### src/rtl/axi_sram_slave.sv
// AXI slave endpoint bridging one-at-a-time AR/R and AW/W/B bursts (INCR/FIXED,
// 32-bit beats) onto a single-port synchronous SRAM with per-byte write enables.
module axi_sram_slave #(
    parameter int ID_W    = 8,
    parameter int ADDR_W  = 32,
    parameter int LEN_W   = 4,
    parameter int SRAM_AW = 14
) (
    input  logic               ACLK,
    input  logic               ARESETn,
    input  logic [ID_W-1:0]    arid,
    input  logic [ADDR_W-1:0]  araddr,
    input  logic [LEN_W-1:0]   arlen,
    input  logic [2:0]         arsize,
    input  logic [1:0]         arburst,
    input  logic               arvalid,
    output logic               arready,
    output logic [ID_W-1:0]    rid,
    output logic [31:0]        rdata,
    output logic [1:0]         rresp,
    output logic               rlast,
    output logic               rvalid,
    input  logic               rready,
    input  logic [ID_W-1:0]    awid,
    input  logic [ADDR_W-1:0]  awaddr,
    input  logic [LEN_W-1:0]   awlen,
    input  logic [2:0]         awsize,
    input  logic [1:0]         awburst,
    input  logic               awvalid,
    output logic               awready,
    input  logic [31:0]        wdata,
    input  logic [3:0]         wstrb,
    input  logic               wlast,
    input  logic               wvalid,
    output logic               wready,
    output logic [ID_W-1:0]    bid,
    output logic [1:0]         bresp,
    output logic               bvalid,
    input  logic               bready,
    output logic               sram_ceb,
    output logic [3:0]         sram_web,
    output logic [SRAM_AW-1:0] sram_a,
    output logic [31:0]        sram_di,
    input  logic [31:0]        sram_do
);

    typedef enum logic [2:0] {
        IDLE   = 3'd0,
        R_ACC  = 3'd1,
        R_DATA = 3'd2,
        W_DATA = 3'd3,
        B_RESP = 3'd4
    } state_t;

    state_t            state_r;
    state_t            state_s;
    logic [ID_W-1:0]   id_r;
    logic [ADDR_W-1:0] addr_r;
    logic [ADDR_W-1:0] addr_next_s;
    logic [LEN_W-1:0]  len_r;
    logic [LEN_W-1:0]  beat_r;
    logic              fixed_r;
    logic              first_r;
    logic [31:0]       rdata_hold_r;
    logic              last_beat_s;
    logic              unused_s;

    // Size fields, awlen and the byte/high address bits play no part in the datapath.
    assign unused_s    = ^{arsize, awsize, awlen, addr_r};
    assign addr_next_s = fixed_r ? addr_r : (addr_r + ADDR_W'(4));
    assign last_beat_s = (beat_r == len_r);
    assign rresp       = 2'b00;
    assign bresp       = 2'b00;

    // Next-state selection; a pending write takes priority over a read in IDLE.
    always_comb begin
        state_s = state_r;
        case (state_r)
            IDLE: begin
                if (awvalid) begin
                    state_s = W_DATA;
                end else if (arvalid) begin
                    state_s = R_ACC;
                end else begin
                    state_s = IDLE;
                end
            end
            R_ACC:  state_s = R_DATA;
            R_DATA: begin
                if (rready) begin
                    state_s = last_beat_s ? IDLE : R_ACC;
                end else begin
                    state_s = R_DATA;
                end
            end
            W_DATA: begin
                if (wvalid && wlast) begin
                    state_s = B_RESP;
                end else begin
                    state_s = W_DATA;
                end
            end
            B_RESP: begin
                if (bready) begin
                    state_s = IDLE;
                end else begin
                    state_s = B_RESP;
                end
            end
            default: state_s = IDLE;
        endcase
    end

    // Handshake and SRAM outputs; everything is forced idle while ARESETn is low.
    always_comb begin
        arready  = 1'b0;
        awready  = 1'b0;
        wready   = 1'b0;
        rvalid   = 1'b0;
        rlast    = 1'b0;
        rid      = '0;
        rdata    = 32'h0000_0000;
        bvalid   = 1'b0;
        bid      = '0;
        sram_ceb = 1'b1;
        sram_web = 4'hF;
        sram_a   = addr_r[SRAM_AW+1:2];
        sram_di  = wdata;
        if (ARESETn) begin
            case (state_r)
                IDLE: begin
                    awready = 1'b1;
                    arready = ~awvalid;
                end
                R_ACC: sram_ceb = 1'b0;
                R_DATA: begin
                    rvalid = 1'b1;
                    rid    = id_r;
                    rlast  = last_beat_s;
                    rdata  = first_r ? sram_do : rdata_hold_r;
                end
                W_DATA: begin
                    wready = 1'b1;
                    if (wvalid) begin
                        sram_ceb = 1'b0;
                        sram_web = ~wstrb;
                    end else begin
                        sram_ceb = 1'b1;
                    end
                end
                B_RESP: begin
                    bvalid = 1'b1;
                    bid    = id_r;
                end
                default: sram_ceb = 1'b1;
            endcase
        end else begin
            sram_ceb = 1'b1;
        end
    end

    // State register plus burst context (ID, address, length, beat, read capture).
    always_ff @(posedge ACLK) begin
        if (!ARESETn) begin
            state_r      <= IDLE;
            id_r         <= '0;
            addr_r       <= '0;
            len_r        <= '0;
            beat_r       <= '0;
            fixed_r      <= 1'b0;
            first_r      <= 1'b0;
            rdata_hold_r <= 32'h0000_0000;
        end else begin
            state_r <= state_s;
            case (state_r)
                IDLE: begin
                    if (awvalid) begin
                        id_r    <= awid;
                        addr_r  <= awaddr;
                        fixed_r <= (awburst == 2'b00);
                    end else if (arvalid) begin
                        id_r    <= arid;
                        addr_r  <= araddr;
                        len_r   <= arlen;
                        fixed_r <= (arburst == 2'b00);
                        beat_r  <= '0;
                    end else begin
                        beat_r  <= beat_r;
                    end
                end
                R_ACC: first_r <= 1'b1;
                R_DATA: begin
                    first_r <= 1'b0;
                    if (first_r) begin
                        rdata_hold_r <= sram_do;
                    end else begin
                        rdata_hold_r <= rdata_hold_r;
                    end
                    if (rready && !last_beat_s) begin
                        beat_r <= beat_r + LEN_W'(1);
                        addr_r <= addr_next_s;
                    end else begin
                        beat_r <= beat_r;
                    end
                end
                W_DATA: begin
                    if (wvalid) begin
                        addr_r <= addr_next_s;
                    end else begin
                        addr_r <= addr_r;
                    end
                end
                default: first_r <= 1'b0;
            endcase
        end
    end

endmodule
### config.mk
export PLATFORM = sky130hd
export DESIGN_NAME = axi_sram_slave
export DESIGN_NICKNAME = d
export VERILOG_FILES = /design/src/rtl/axi_sram_slave.sv
export SDC_FILE = /design/constraint.sdc
export NUM_CORES = 1
export LEC_CHECK = 0
export ABC_AREA = 0
export BUFFER_PORTS_ARGS = -buffer_cell sky130_fd_sc_hd__buf_2
export CELL_PAD_IN_SITES_DETAIL_PLACEMENT = 1
export CELL_PAD_IN_SITES_GLOBAL_PLACEMENT = 1
export CORE_MARGIN = 2
export CORE_UTILIZATION = 28
export CTS_BUF_LIST = sky130_fd_sc_hd__clkbuf_16
export CTS_CLUSTER_DIAMETER = 60
export DETAILED_ROUTE_END_ITERATION = 6
export GPL_ROUTABILITY_DRIVEN = 0
export GPL_TIMING_DRIVEN = 0
export PLACE_DENSITY = 0.85
export SLEW_MARGIN = 20
export SYNTH_ARGS = -nofsm -noshare
export SYNTH_HDL_FRONTEND = slang
export SYNTH_SLANG_ARGS = --single-unit
### constraint.sdc
create_clock -name ACLK -period 2.1 [get_ports ACLK]
set_input_delay 0.21 -clock ACLK [delete_from_list [all_inputs] [get_ports ACLK]]
set_output_delay 0.21 -clock ACLK [all_outputs]
set_load 0.03 [all_outputs]
Yosys cells after proc, flatten, opt, wreduce, memory -nomap -nowiden. Index checks and enable logic that the tools add are counted.

$add $sub $neg: 2. Eq/ne operators: 10. Muxes and demuxes: 47. Bitwise gates (word level): 2. Reductions and logical operators: 14.

Operators with widths (count): 32-bit two-way mux (8); 32-bit one-hot mux with 3 select lines (1); 8-bit two-way mux (6); 32-bit by 3-bit adder with 32-bit output (second input constant) (1); 4-bit two-way mux (6); 1-bit two-way mux (18); 3-bit one-hot mux with 5 select lines (1); 2-bit != test (second input constant) (4); 4-bit one-hot mux with 2 select lines (1); 4-bit AND reduction (2); 3-bit by 2-bit equality test with 1-bit output (second input constant) (2); 3-bit two-way mux (2); 4-bit by 1-bit adder with 4-bit output (second input constant) (1); 4-bit equality test (1); 2-bit zero test (2); 2-bit two-way mux (2); 4-bit NOT (1); 1-bit one-hot mux with 2 select lines (2); 2-bit nonzero test (2); 3-bit by 1-bit equality test with 1-bit output (second input constant) (1); 3-bit equality test (second input constant) (1); 3-bit zero test (1); 3-bit != test (second input constant) (1); 3-bit AND reduction (1); other kinds (6) (7).

Register bits after elaboration: 85. Bits of input ports: 174. Output and inout port bits: 109. Logic and storage cells: 83.

Longest topological paths before layout.
Word-level depth: 5. Gate-level depth with buffers: 8. Mapped depth without buffers: 6.

Worst setup path before layout. OpenSTA, ideal clock, no wires.

Path type: reg2reg. Start: register beat_r[1]. End: register addr_r[6]. Setup time: 0.119 ns. Arrival time: 1.759 ns. Required time: 1.981 ns. Setup slack: 0.222 ns. Cell stages (with the launch flop): 7. Path buffers: 1. Period minus slack after synthesis: 1.878 ns. Path through: dfxtp_1 > xor2_1 > or4_4 > o311ai_4 > buf_4 > a21oi_1 > o221a_1.

Word-level cells in the longest chain between the ends: 5.

Ends and longest elaborated chain: start: declaration (RTL line 61) `logic [LEN_W-1:0] beat_r;`; start signal: assignment (RTL line 188) `beat_r <= beat_r;`; start signal: assignment (RTL line 200) `beat_r <= beat_r + LEN_W'(1);`; start signal: assignment (RTL line 203) `beat_r <= beat_r;`; 4-bit equality test (RTL line 71) `assign last_beat_s = (beat_r == len_r);`; 1-bit zero test (RTL line 199) `if (rready && !last_beat_s) begin`; 1-bit logical AND (RTL line 199); 2-bit != test (no line); 4-bit AND reduction (no line); end signal: assignment (RTL line 201) `addr_r <= addr_next_s;`; end signal: assignment (RTL line 208) `addr_r <= addr_next_s;`; end signal: assignment (RTL line 210) `addr_r <= addr_r;`; end: declaration (RTL line 58) `logic [ADDR_W-1:0] addr_r;`.

Every way passes these cells. A chain may end at the register's enable or synchronous reset.

Worst setup path after layout.
Start: register beat_r[0]. End: register addr_r[2].

Same word-level chain as after synthesis.

==> summary.md <==
| Metric | Value |
|---|---|
| Routed vias | `between 4000 and 5000` |
| Clk pwr share | `between 30% and 40%` |
| Number of unique standard cell types used by synthesis | `48` |
| Synth Area per Inst | `around 7.6 um^2` |
| Number of enable-type register cells in the synthesized netlist | `0` |
| Via-per-instance ratio | `a little under 5` |
| Internal Pwr Total | `about 2.8 mW` |
| Area of the mapped netlist | `between 4000 and 5000 um^2` |
| Buffers inserted during post-CTS setup optimization | `0` |
| Pwr dens | `~740 nW/um^2` |
| Antenna violations before repair | `2` |
| Slew of the pin with the lowest slew margin | `between 0.6 and 0.7 ns` |
| Unrepaired setup endpoints after global routing | `yes` |
| Hold-fix buffer count after cts | `0` |
| Worst slew slack as a fraction of its limit | `55.66%` |
| Relative area change from synthesis to final layout | `40.25%` |
| Cell Rows | `43` |
| Met3 usage | `4.081%` |
| Leakage power total | `around 2.6 nW` |
| Endpoint type of the worst setup path | `flip-flop` |
| Post-synthesis async set-or-reset flop share | `0%` |
| Hold violation count in the final report | `0` |
| Signal arrival time at the worst endpoint | `2.26 ns` |
| Overall die width | `about 120 um` |
| Yosys warns | `0` |
| Count of pins over their slew limit | `0` |
| Initial standard-cell utilization of the core | `between 20% and 30%` |
| Final setup violation count | `0` |
| Height of the die | `around 120 um` |
| IO Pins | `283` |
| IO buf count | `199` |
| Timing-limited maximum frequency | `496.0 MHz` |
| Combinational share of power | `27.1%` |
| Sum of overflow across all layers after global routing | `0` |
| Post-detail-place hpwl | `11190 um` |
| Min setup slack post-route | `around 0.084 ns` |
| Overall global routing resource usage | `18.55%` |
| Maximum number of pins on one net before global-route repair | `12` |
| TritonCTS clock tree | `yes` |
| Share of the clock period used by the worst path after layout | `approximately 96%` |
| Share of the yosys chip area belonging to registers | `33.09%` |
| VDD IR max | `approximately 0.33 mV` |
| # DRC | `0` |
| CTS H-tree lvls | `3` |
| Post-layout min period | `approximately 2 ns` |
| Area of the die | `approximately 15000 um^2` |
| Setup WS pre-CTS | `-0.1660 ns` |
| Clock Tree Root | `sky130_fd_sc_hd__clkbuf_16` |
| Instance area at placement | `5286 um^2` |
| Worst Setup Start Kind | `flip-flop` |
| Worst hold margin | `0.1051 ns` |
| Skew final | `0.005060 ns` |
| Core Region | `between 10000 and 15000 um^2` |
| Overall Power | `~4.2 mW` |
| Number of maximum-capacitance violations | `0` |
| Worst Path Required | `approximately 2.3 ns` |
| Class of the worst hold path | `input port to flip-flop` |
| Number of synthesized register bits | `67` |
| Busiest metal layer after global routing | `met2` |
| Critical Path Fanout Max | `10` |
| Net switching fraction of the power | `32.52%` |
| Top FF cell, synth | `sky130_fd_sc_hd__dfxtp_1` |
| Share of total power in sequential cells | `about a third` |
| Routed wire length per instance | `about 16 um` |
| Clock Tree Buf Depth | `2` |
| Via count of the first global-routing pass | `between 4000 and 5000` |
| Wire length of the first global-routing pass | `23430 um` |
| Commonest non-fill, non-tap cells in the layout | `sky130_fd_sc_hd__buf_2 (200), sky130_fd_sc_hd__nand2_1 (90), sky130_fd_sc_hd__nor2_1 (70)` |
| Fin area | `roughly 5700 um^2` |
| Run status | `finished clean` |
| Most common cell after layout, fill and taps aside | `sky130_fd_sc_hd__buf_2` |
| Worst-Skew Late Latency | `between 0.3 and 0.4 ns` |
| Fraction of final layout cells with drive strength greater than 1 | `between 30% and 40%` |
| Wire length after detailed routing | `about 14000 um` |
| Clock-pin transition on the worst setup and hold timing paths | `roughly 0.060 ns` |
| Fill cells | `roughly 1800` |
| Clock buffer count from CTS | `9` |
| Remaining antenna violation count after routing | `0` |
| WS Path Type | `flip-flop to flip-flop` |
| Clk sinks | `67` |
| Cell count after synthesis | `roughly 530` |
| Met1 track demand over resource | `between 20% and 30%` |
| First DRT Iteration DRCs | `between 200 and 250` |
| Sw power | `approximately 1.4 mW` |
| Number of nets in the layout | `919` |
| First-pass iteration count of the detailed router | `4` |
| Met2 capacity usage during global routing | `between 30% and 40%` |
==> critical path, stage by stage, from the launching register on <==
cell	delay, ns
sky130_fd_sc_hd__dfxtp_1	0.35
sky130_fd_sc_hd__xor2_1	0.19
sky130_fd_sc_hd__or4_4	0.58
sky130_fd_sc_hd__o311ai_4	0.28
sky130_fd_sc_hd__buf_6	0.19
sky130_fd_sc_hd__nand2_1	0.10
sky130_fd_sc_hd__a31oi_1	0.23
==> synth_stat cells (all sizes together), types with 2 or more instances <==
cell	n	area share, %
o31ai	3	0.56
nor3	8	1.1
a211oi	11	2.0
ha	2	0.62
nor2b	2	0.31
o21ai	9	1.1
o32ai	3	0.65
inv	3	0.28
mux2i	55	14
and2	18	2.8
buf	44	7.6
o211ai	3	0.56
and4	3	0.65
clkbuf	29	2.7
nand2b	4	0.62
nand2	91	8.4
dfxtp	67	33
a21oi	55	6.8
xor2	4	0.86
nand4	3	0.46
nor2	72	6.7
a31oi	5	0.77
and3	3	0.46
mux2	5	1.4
or2	2	0.31
nand3	11	1.4
o221a	2	0.56
==> routing by layer <==
layer	wire length [um]	share of wire [%]	up-vias
li1	-	-	2216
met1	6014	42	2141
met2	7247	50	144
met3	777	5.4	24
met4	379	2.6	0
met5	0	0	-
==> path summary, 6_finish.rpt <==
| path | start | end | slack [ns] | cells after the start |
|---|---|---|---|---|
| worst max-delay path | beat_r[0]$_SDFFE_PN0P_ | addr_r[2]$_SDFFE_PN0P_ | 0.08 | 6 |
| worst min-delay path | arlen[3] | len_r[3]$_SDFFE_PN0P_ | 0.11 | 3 |
| worst max register to register | beat_r[0]$_SDFFE_PN0P_ | addr_r[2]$_SDFFE_PN0P_ | 0.08 | 6 |
| worst min register to register | rdata_hold_r[0]$_SDFFE_PN0N_ | rdata_hold_r[0]$_SDFFE_PN0N_ | 0.45 | 2 |
==> area by class of cell <==
cell class,count,area [um^2],area share [%]
inverters,4,17.52,0.3081
clock inverters,7,83.83,1.474
multi-input cells,392,2347,41.29
clock buffers,9,225.2,3.961
diodes,2,5.005,0.08803
flip-flops and latches,67,1344,23.64
repair buffers,199,1001,17.61
well taps,180,225.2,3.961
plain buffers,70,436.7,7.680
==> kinds of logic (layout without fill, tap and decap cells) <==
family,Yosys count,count (layout),share of synthesized area (%)
buffers and inverters,77,289,10.68
DFF,67,67,33.09
and+or+nand+nor,222,222,24.17
AOI/OAI and AO/OA,100,100,15.53
other,1,6,0.09250
muxes,60,60,14.97
adders and majority gates,2,2,0.6172
xor gates and xnor gates,4,4,0.8641
==> state kept, by name, indices dropped and copies added (netlist names) <==
signal,flops
state_r,3
len_r,4
fixed_r,1
addr_r,14
first_r,1
beat_r,4
id_r,8
rdata_hold_r,32
==> through the flow <==
step                utilization (%)   TNS, ns  cells
CTS                           40.22         0    929
finish                        40.64         0    930
floorplan                         -         0    536
global route                  40.63  -0.01527    929
global placement              37.79    -3.179    915
detailed placement            37.79    -3.881    915
==> power groups by stage <==
stage                     Combinational (mW)  Clock [mW]  Sequential, mW
after floorplan                        0.673           0            1.54
after global placement                  1.08           0            1.48
after detailed placement                1.10           0            1.48
after CTS                               1.12        1.63            1.46
after global routing                    1.24        1.68            1.48
final                                   1.13        1.59            1.47
==> what timing repair did <==
item,in CTS,in global routing
setup endpoints to repair,61,50
pin swaps,0,1
hold endpoints to repair,0,0
resized for setup,17,20
(Power assumes the default switching activity.)
